File: config.mk
export PLATFORM = sky130hd
export DESIGN_NAME = freq_meter_mc
export DESIGN_NICKNAME = d
export VERILOG_FILES = /design/src/rtl/freq_meter_pkg.sv /design/src/rtl/freq_meter_edge_sync.sv /design/src/rtl/freq_meter_mc.sv
export SDC_FILE = /design/constraint.sdc
export NUM_CORES = 1
export LEC_CHECK = 0
export CELL_PAD_IN_SITES_DETAIL_PLACEMENT = 1
export CELL_PAD_IN_SITES_GLOBAL_PLACEMENT = 1
export CORE_UTILIZATION = 45
export CTS_CLUSTER_DIAMETER = 50
export DETAILED_ROUTE_END_ITERATION = 10
export PLACE_DENSITY_LB_ADDON = 0.1
export SLEW_MARGIN = 20
export SYNTH_ARGS = -nofsm -noshare
export SYNTH_HDL_FRONTEND = slang
export SYNTH_HIERARCHICAL = 1
export SYNTH_SLANG_ARGS = --single-unit
File: constraint.sdc
create_clock -name clk_clk -period 34.8 [get_ports clk_clk]
set_clock_uncertainty 0.2 [all_clocks]
set_input_delay 5.22 -clock clk_clk [delete_from_list [all_inputs] [get_ports clk_clk]]
set_output_delay 5.22 -clock clk_clk [all_outputs]
set_load 0.005 [all_outputs]
File: src/rtl/freq_meter_pkg.sv
// Shared types for the multi-channel frequency meter: gate FSM states, channel index width
// and the result record presented on the readout port (sized for up to 16 channels / 64-bit counts).
package freq_meter_pkg;

  typedef enum logic [1:0] {
    IDLE = 2'd0,
    ARM  = 2'd1,
    GATE = 2'd2
  } gate_state_t;

  localparam int MAX_CHAN_W = 4;
  localparam int MAX_CNT_W  = 64;

  function automatic int chan_w(input int channels);
    return (channels > 1) ? $clog2(channels) : 1;
  endfunction

  typedef struct packed {
    logic [MAX_CHAN_W-1:0] chan;
    logic [MAX_CNT_W-1:0]  count;
    logic                  ovf;
  } result_t;

endpackage

File: src/rtl/freq_meter_edge_sync.sv
// Brings one asynchronous input into the clock domain and emits a one-cycle pulse per rising edge.
module freq_meter_edge_sync #(
  parameter int SYNC_STAGES = 2
) (
  input  logic clk,
  input  logic rst,
  input  logic sig,
  output logic rise
);

  logic [SYNC_STAGES-1:0] sync_r;
  logic                   sync_d_r;

  // Synchroniser chain plus one delayed copy for edge detection
  always_ff @(posedge clk or posedge rst) begin
    if (rst) begin
      sync_r   <= '0;
      sync_d_r <= 1'b0;
    end else begin
      sync_r   <= {sync_r[SYNC_STAGES-2:0], sig};
      sync_d_r <= sync_r[SYNC_STAGES-1];
    end
  end

  assign rise = sync_r[SYNC_STAGES-1] & ~sync_d_r;

endmodule

File: src/rtl/freq_meter_mc.sv
// Multi-channel gated frequency meter with a shadow bank drained over a valid/ready port.
// Define FREQ_METER_SAT_EN for saturating counters with overflow reporting; otherwise counters wrap.
module freq_meter_mc
  import freq_meter_pkg::*;
#(
  parameter int CHANNELS    = 4,
  parameter int CNT_W       = 32,
  parameter int GATE_W      = 32,
  parameter int SYNC_STAGES = 2
) (
  input  logic                          clk_clk,
  input  logic                          reset_reset,
  input  logic [CHANNELS-1:0]           sig_in,
  input  logic [GATE_W-1:0]             gate_cycles,
  input  logic                          start,
  input  logic                          continuous,
  output logic                          busy,
  output logic                          res_valid,
  input  logic                          res_ready,
  output logic [chan_w(CHANNELS)-1:0]   res_chan,
  output logic [CNT_W-1:0]              res_count,
  output logic                          res_ovf,
  output logic [GATE_W-1:0]             time_del,
  output logic                          overrun
);

  localparam int                CW        = chan_w(CHANNELS);
  localparam logic [CW-1:0]     LAST_CHAN = CW'(CHANNELS - 1);
  localparam logic [CNT_W-1:0]  ONE_CNT   = CNT_W'(1'b1);
  localparam logic [GATE_W-1:0] ONE_G     = GATE_W'(1'b1);

  gate_state_t          state_r, state_next_s;
  logic [CHANNELS-1:0]  rise_s;
  logic [CNT_W-1:0]     cnt_r        [CHANNELS];
  logic [CNT_W-1:0]     cnt_next_s   [CHANNELS];
  logic [CNT_W-1:0]     shadow_cnt_r [CHANNELS];
  logic [CHANNELS-1:0]  ovf_r, ovf_next_s, shadow_ovf_r;
  logic [GATE_W-1:0]    gate_len_r, gate_cnt_r, gate_len_s, time_del_r;
  logic [CW-1:0]        next_chan_s;
  result_t              res_r;
  logic                 res_valid_r, busy_r, overrun_r;
  logic                 gate_end_s, drained_s, take_s, drop_s;
  logic                 unused_bits_s;

  for (genvar g = 0; g < CHANNELS; g++) begin : g_sync
    freq_meter_edge_sync #(.SYNC_STAGES(SYNC_STAGES)) u_sync (
      .clk  (clk_clk),
      .rst  (reset_reset),
      .sig  (sig_in[g]),
      .rise (rise_s[g])
    );
  end

  assign gate_len_s  = (gate_cycles == '0) ? ONE_G : gate_cycles;
  assign gate_end_s  = (state_r == GATE) && (gate_cnt_r == '0);
  // A bank whose final channel transfers this very cycle counts as drained.
  assign drained_s   = !res_valid_r || (res_ready && (res_r.chan[CW-1:0] == LAST_CHAN));
  assign take_s      = gate_end_s && drained_s;
  assign drop_s      = gate_end_s && !drained_s;
  assign next_chan_s = res_r.chan[CW-1:0] + CW'(1'b1);

  // Gate FSM next-state
  always_comb begin
    state_next_s = state_r;
    case (state_r)
      IDLE: begin
        if (start) state_next_s = ARM;
        else       state_next_s = IDLE;
      end
      ARM:  state_next_s = GATE;
      GATE: begin
        if (gate_cnt_r == '0) state_next_s = continuous ? ARM : IDLE;
        else                  state_next_s = GATE;
      end
      default: state_next_s = IDLE;
    endcase
  end

  // Next counter values including an edge coincident with the snapshot
  always_comb begin
    for (int i = 0; i < CHANNELS; i++) begin
      cnt_next_s[i] = cnt_r[i];
      ovf_next_s[i] = ovf_r[i];
      if ((state_r == GATE) && rise_s[i]) begin
`ifdef FREQ_METER_SAT_EN
        if (&cnt_r[i]) ovf_next_s[i] = 1'b1;
        else           cnt_next_s[i] = cnt_r[i] + ONE_CNT;
`else
        cnt_next_s[i] = cnt_r[i] + ONE_CNT;
`endif
      end else begin
        cnt_next_s[i] = cnt_r[i];
      end
    end
  end

  // Gate FSM state, gate length latch and remaining-cycle counter
  always_ff @(posedge clk_clk or posedge reset_reset) begin
    if (reset_reset) begin
      state_r    <= IDLE;
      busy_r     <= 1'b0;
      gate_len_r <= '0;
      gate_cnt_r <= '0;
    end else begin
      state_r <= state_next_s;
      busy_r  <= (state_next_s == GATE);
      if (state_r == ARM) begin
        gate_len_r <= gate_len_s;
        gate_cnt_r <= gate_len_s - ONE_G;
      end else if ((state_r == GATE) && (gate_cnt_r != '0)) begin
        gate_cnt_r <= gate_cnt_r - ONE_G;
      end
    end
  end

  // Per-channel edge counters, cleared while arming
  always_ff @(posedge clk_clk or posedge reset_reset) begin
    if (reset_reset) begin
      for (int i = 0; i < CHANNELS; i++) cnt_r[i] <= '0;
      ovf_r <= '0;
    end else if (state_r == ARM) begin
      for (int i = 0; i < CHANNELS; i++) cnt_r[i] <= '0;
      ovf_r <= '0;
    end else begin
      for (int i = 0; i < CHANNELS; i++) cnt_r[i] <= cnt_next_s[i];
      ovf_r <= ovf_next_s;
    end
  end

  // Snapshot into the shadow bank and drain it one channel per transfer
  always_ff @(posedge clk_clk or posedge reset_reset) begin
    if (reset_reset) begin
      for (int i = 0; i < CHANNELS; i++) shadow_cnt_r[i] <= '0;
      shadow_ovf_r <= '0;
      res_r        <= '0;
      res_valid_r  <= 1'b0;
      time_del_r   <= '0;
    end else if (take_s) begin
      for (int i = 0; i < CHANNELS; i++) shadow_cnt_r[i] <= cnt_next_s[i];
      shadow_ovf_r <= ovf_next_s;
      res_r.chan   <= '0;
      res_r.count  <= MAX_CNT_W'(cnt_next_s[0]);
      res_r.ovf    <= ovf_next_s[0];
      res_valid_r  <= 1'b1;
      time_del_r   <= gate_len_r;
    end else if (res_valid_r && res_ready) begin
      if (res_r.chan[CW-1:0] == LAST_CHAN) begin
        res_valid_r <= 1'b0;
      end else begin
        res_r.chan  <= MAX_CHAN_W'(next_chan_s);
        res_r.count <= MAX_CNT_W'(shadow_cnt_r[next_chan_s]);
        res_r.ovf   <= shadow_ovf_r[next_chan_s];
      end
    end
  end

  // Sticky overrun: set by a dropped snapshot, cleared by an accepted start
  always_ff @(posedge clk_clk or posedge reset_reset) begin
    if (reset_reset) begin
      overrun_r <= 1'b0;
    end else if ((state_r == IDLE) && start) begin
      overrun_r <= 1'b0;
    end else if (drop_s) begin
      overrun_r <= 1'b1;
    end
  end

  assign busy      = busy_r;
  assign res_valid = res_valid_r;
  assign res_chan  = res_r.chan[CW-1:0];
  assign res_count = res_r.count[CNT_W-1:0];
  assign time_del  = time_del_r;
  assign overrun   = overrun_r;
`ifdef FREQ_METER_SAT_EN
  assign res_ovf   = res_r.ovf;
`else
  assign res_ovf   = 1'b0;
`endif
  assign unused_bits_s = ^{res_r.count, res_r.chan, res_r.ovf};

endmodule
======== Word-level counts from Yosys, hierarchy flattened ========
Cells that the tools add are included.
cells by class
  add/sub/neg operators ................... 7
  magnitude comparators ................... 2
  eq/ne operators ......................... 5
  muxes and demuxes ....................... 25
  bitwise gates (word level) .............. 9
  reductions and logical operators ........ 24
operators by type and width
  cell                                                       number
  two-way mux 32 bit                                         9
  two-way mux 67 bit                                         3
  adder 32 x 1 -> 32 bit (second input constant)             4
  two-way mux 128 bit                                        1
  binary-select mux 32 bit (select 2 bit)                    1
  zero test 32 bit                                           2
  subtractor 32 x 1 -> 32 bit (second input constant)        2
  nonzero test 32 bit                                        1
  logical AND 1 bit                                          11
  two-way mux 1 bit                                          8
  nonzero test 2 bit                                         4
  == test 2 bit (second input constant)                      3
  case mux 2 bit (3 select lines)                            1
  bitwise AND 1 bit                                          4
  NOT 1 bit                                                  4
  AND reduction 2 bit                                        2
  greater-or-equal comparator 3 bit (second input constant)  1
  < comparator 2 x 3 -> 1 bit (second input constant)        1
  NOT 2 -> 3 bit                                             1
  adder 2 x 1 -> 2 bit (second input constant)               1
  binary-select mux 1 bit (select 2 bit)                     1
  == test 2 x 1 -> 1 bit (second input constant)             1
  zero test 1 bit                                            2
  zero test 2 bit                                            1
  other kinds (3)                                            3
storage, ports and cells
  register bits ........................... 403
  bits of input ports ..................... 41
  output and inout port bits .............. 70

======== Depth between registers and ports, before layout ========
  depth after elaboration ................. 8
  mapped depth ............................ 15

======== By module ========
Netlist, hierarchy kept.
by module, submodules not included
  module                instances  cells each  area an instance (um^2)
  freq_meter_mc         1          1877        18282.5
  freq_meter_edge_sync  4          5           92.6

======== Worst setup path before layout ========
OpenSTA, ideal clock, no wires.
  path type ............................... input to register
  start ................................... input gate_cycles[15]
  end ..................................... register gate_cnt_r[22]
  arrival ................................. 7615 ps
  setup slack ............................. 26898 ps
  cell stages on the path ................. 13
  buffers on the path ..................... 2
  path through ............................ clkbuf_1 > nor4_1 > nand4_1 > o41ai_1 > o21ai_0 > ha_1 > o211a_1 > or4b_1 > clkbuf_1 > a21oi_1 > nand2_1 > or4_1 > o211ai_1
on the way
  word-level cells in the longest chain between the ends .. 4
RTL lines
  element                          line                  source
  start, declared                  freq_meter_mc.sv:14   input logic [GATE_W-1:0] gate_cycles,
  zero test 32 bit                 freq_meter_mc.sv:54   assign gate_len_s = (gate_cycles == '0) ? ONE_G : gate_cycles;
  two-way mux 32 bit (*)           freq_meter_mc.sv:54
  subtractor 32 x 1 -> 32 bit (*)  freq_meter_mc.sv:109  gate_cnt_r <= gate_len_s - ONE_G;
  two-way mux 32 bit (*)           freq_meter_mc.sv:107  if (state_r == ARM) begin
  end signal, assigned             freq_meter_mc.sv:109
  end signal, assigned             freq_meter_mc.sv:111  gate_cnt_r <= gate_cnt_r - ONE_G;
  end, declared                    freq_meter_mc.sv:38   logic [GATE_W-1:0] gate_len_r, gate_cnt_r, gate_len_s, time_del_r;
Every way passes the cells marked *; elsewhere a longest branch is shown, timed or not.
A chain may end at the register's enable or synchronous reset.

==> flow_summary_export.csv <==
group,metric,value,unit
worst_setup_path,r2r_cells,10,
clock_tree,cts_max_path_buffers,3,
routing,route.detailed.drc,0,
logic_synthesis,ys_ff_latch,403,
floorplanning,die_w,205.6,um
logic_synthesis,yosys.area.top_type,"dfrtp_1",
placement,gp_congestion,0.8560,
logic_synthesis,yosysSeqAreaShare,54.06,%
worst_setup_path,path_buf_inv,5,
floorplanning,core-area,0.04083,sq mm
timing,maxSlewViolCount,0,
floorplanning,dieArea,0.04227,sq mm
logic_synthesis,synthTopCellsByCount,"420 x nand2_1, 403 x dfrtp_1, 228 x nor2_1",
timing,rsz0062_at_grt,"no",
worst_setup_path,arrival,9140,ps
power,power.leakage,0.009877,uW
clock_tree,cts.sinks,403,
floorplanning,die_h,205.6,um
clock_tree,postCtsResizedCells,0,
routing,viasPerCell,5.503,
finish,drive_gt1_share,8.217,%
clock_tree,ctsHoldBuffers,0,
hold_path,hold_path_depth,0,
timing,fin_crit_sh,24.98,%
logic_synthesis,syn_nets,1944,
clock_tree,clock_latency,590,ps
logic_synthesis,synthDominantCellAreaShare,54.06,%
grt,grtUsageTotal,25.28,%
floorplanning,start_util,45.68,%
hold_path,hold_end,"g_sync[1].u_sync/sync_r[1]$_DFF_PP0_",
routing,vias,13980,
logic_synthesis,synthCells,1897,
logic_synthesis,ys_types,63,
logic_synthesis,async_flop_share,100.0,%
worst_setup_path,path_class,"input pin to asynchronous set/reset pin",
timing,setup_viol,0,
worst_setup_path,crit_slowest_cell,"buf_4",
worst_setup_path,rr_endpoint,"gate_cnt_r[28]$_DFFE_PP0P_",
power,irDropWorstVdd,38.95,uV
finish,synthToLayoutAreaGrowth,17.46,%
worst_setup_path,crit_chain,"clkdlybuf4s50_1, inv_8, buf_4, buf_4, buf_4",
grt,grt_pass1_vias,14850,
routing,wl,51700,um
worst_setup_path,max_stage_delay,850,ps
worst_setup_path,crit_fanout,129,
worst_setup_path,reg2reg_slack,29490,ps
hold_path,hp-start,"g_sync[1].u_sync/sync_r[0]$_DFF_PP0_",
worst_setup_path,crit_family,"buffers and inverters",
logic_synthesis,synth_most_common_cell,"nand2_1",
finish,nets,2018,
placement,dpl.hpwl,34130,um
routing,ant_nets,0,
logic_synthesis,synth_edf_count,0,
floorplanning,rows,74,
timing,whs,151.1,ps
routing,dr.first_iter.drc_count,762,
worst_setup_path,worstReg2RegStart,"state_r[0]$_DFF_PP0_",
logic_synthesis,avgSynthCellArea,9.833,sq um
clock_tree,cts_tree,"built",
routing,routedWlPerCell,20.35,um
timing,hold_viol,0,
timing,timing.final.crit_period,8695,ps
grt,grt_max_degree,130,
grt,grt_pass1_wl,82910,um
timing,slew_headroom,32.75,%
power,pwr_density_cell,61.71,mW/mm^2
logic_synthesis,ys.flop_type,"dfrtp_1",
timing,fmax,0.1150,GHz
clock_tree,post-cts-setup-buffers,0,
worst_setup_path,crit_required,35250,ps
logic_synthesis,synth_area,0.01865,sq mm
run,maxCapViolCount,0,
worst_setup_path,endpoint_kind,"asynchronous set/reset pin",
placement,port_buffers,109,
floorplanning,ios,111,
grt,grt_overflow,0,
worst_setup_path,critPathLaunchType,"input pin",
clock_tree,htree_levels,2,
worst_setup_path,cpMostUsedCell,"buf_4",
finish,diodes,0,
hold_path,min_path_type,"flip-flop to flip-flop",
timing,finalSetupTns,0,ps
grt,antenna_found_initial,0,
clock_tree,cts-root-buf,"clkbuf_16",
clock_tree,numCtsBuffers,49,
logic_synthesis,synthTopCellsByArea,"dfrtp_1 54%, nand2_1 8.5%, nor2_1 4.6%",
logic_synthesis,yosysWarnings,6,
routing,firstDrtPassIters,5,
timing,tightest_slew,1007,ps
status,outcome,"finished clean",
clock_tree,clk_pin_slew,60,ps
metal layers:
layer  share of wire, %  vias up  global-route usage (%)
met1                 44     7157                   32.93
met2                 49      217                   42.59
met3                3.5       92                   3.643
met4                3.3        0                   9.656
met5                  0        -                       0
li1                   -     6511                       -
through the flow:
step	utilization [%]	area [sq um]	std cells	power [uW]	worst slack, ps
floorplan	-	18650	1897	731.5	18510
global placement	49.36	20160	2452	806.0	25410
detailed placement	49.37	20160	2452	815.2	25380
CTS	53.65	21900	2540	1368	25970
global route	53.66	21910	2540	1414	25530
finish	53.66	21910	2540	1352	26110
cells by family (layout without fill, tap and decap cells):
| group | Yosys count | count (layout) | share of synthesized area, % |
|---|---|---|---|
| compound gates | 214 | 214 | 6.419 |
| xor+xnor | 178 | 178 | 8.358 |
| fa+ha+maj | 6 | 6 | 0.4025 |
| buf+inv | 120 | 231 | 2.737 |
| flops | 403 | 403 | 54.06 |
| mux | 77 | 77 | 6.325 |
| other cells | 1 | 1 | 0.02010 |
| simple gates | 898 | 898 | 21.67 |
registers in the layout (all words and copies together) (netlist names), 4 cells and up:
| register | count |
|---|---|
| g_sync.u_sync/sync_r | 8 |
| time_del | 32 |
| res_count | 32 |
| g_sync.u_sync/sync_d_r | 4 |
| shadow_cnt_r | 128 |
| cnt_r | 128 |
| gate_cnt_r | 32 |
| gate_len_r | 32 |
how the worst max path moves through the flow:
stage,startpoint,end,depth (start not counted)
finish,reset_reset,gate_len_r[11]$_DFFE_PP0N_,5
global route,reset_reset,gate_len_r[23]$_DFFE_PP0N_,5
CTS,reset_reset,time_del[24]$_DFFE_PP0P_,5
detailed placement,reset_reset,time_del[8]$_DFFE_PP0P_,5
global placement,reset_reset,gate_len_r[11]$_DFFE_PP0N_,5
floorplan,reset_reset,busy$_DFF_PP0_,1
worst register-to-register path: cells and delay by family (launching register included):
family | cells | cell delay [ps]
AND/OR/NAND/NOR | 4 | 2400
buffers and inverters | 1 | 830
flip-flops | 1 | 710
multiplexers | 2 | 390
AO/OA/AOI/OAI | 1 | 240
adder cells (fa/ha/maj) | 1 | 230
XOR/XNOR | 1 | 170
area by class of cell:
type,instances,area (sq um)
fill,4471,18920
sequential,403,10090
multi-input combinational,1374,8120
clock buffer,68,1459
timing repair buffer,127,1226
tap,532,665.6
clock inverter,20,285.3
inverter,16,67.56
power by group:
part           internal, uW  switching, uW  total (uW)
clock network           337            207         544
registers               514           46.4         561
logic                  88.7            159         247
total                   940            412        1350
cell usage in the layout, fill, tap and decap left out, types with 38 or more instances in the layout:
cell / Yosys / layout
xor2_1: 86 / 86
o21ai_0: 133 / 133
a21oi_1: 40 / 39
nand3_1: 51 / 50
xnor2_1: 92 / 92
nand2_1: 420 / 420
mux2i_1: 38 / 38
clkdlybuf4s50_1: 0 / 109
dfrtp_1: 403 / 402
nor2_1: 228 / 228
clkbuf_16: 0 / 50
Note: power is estimated with default switching activity, not from simulation.
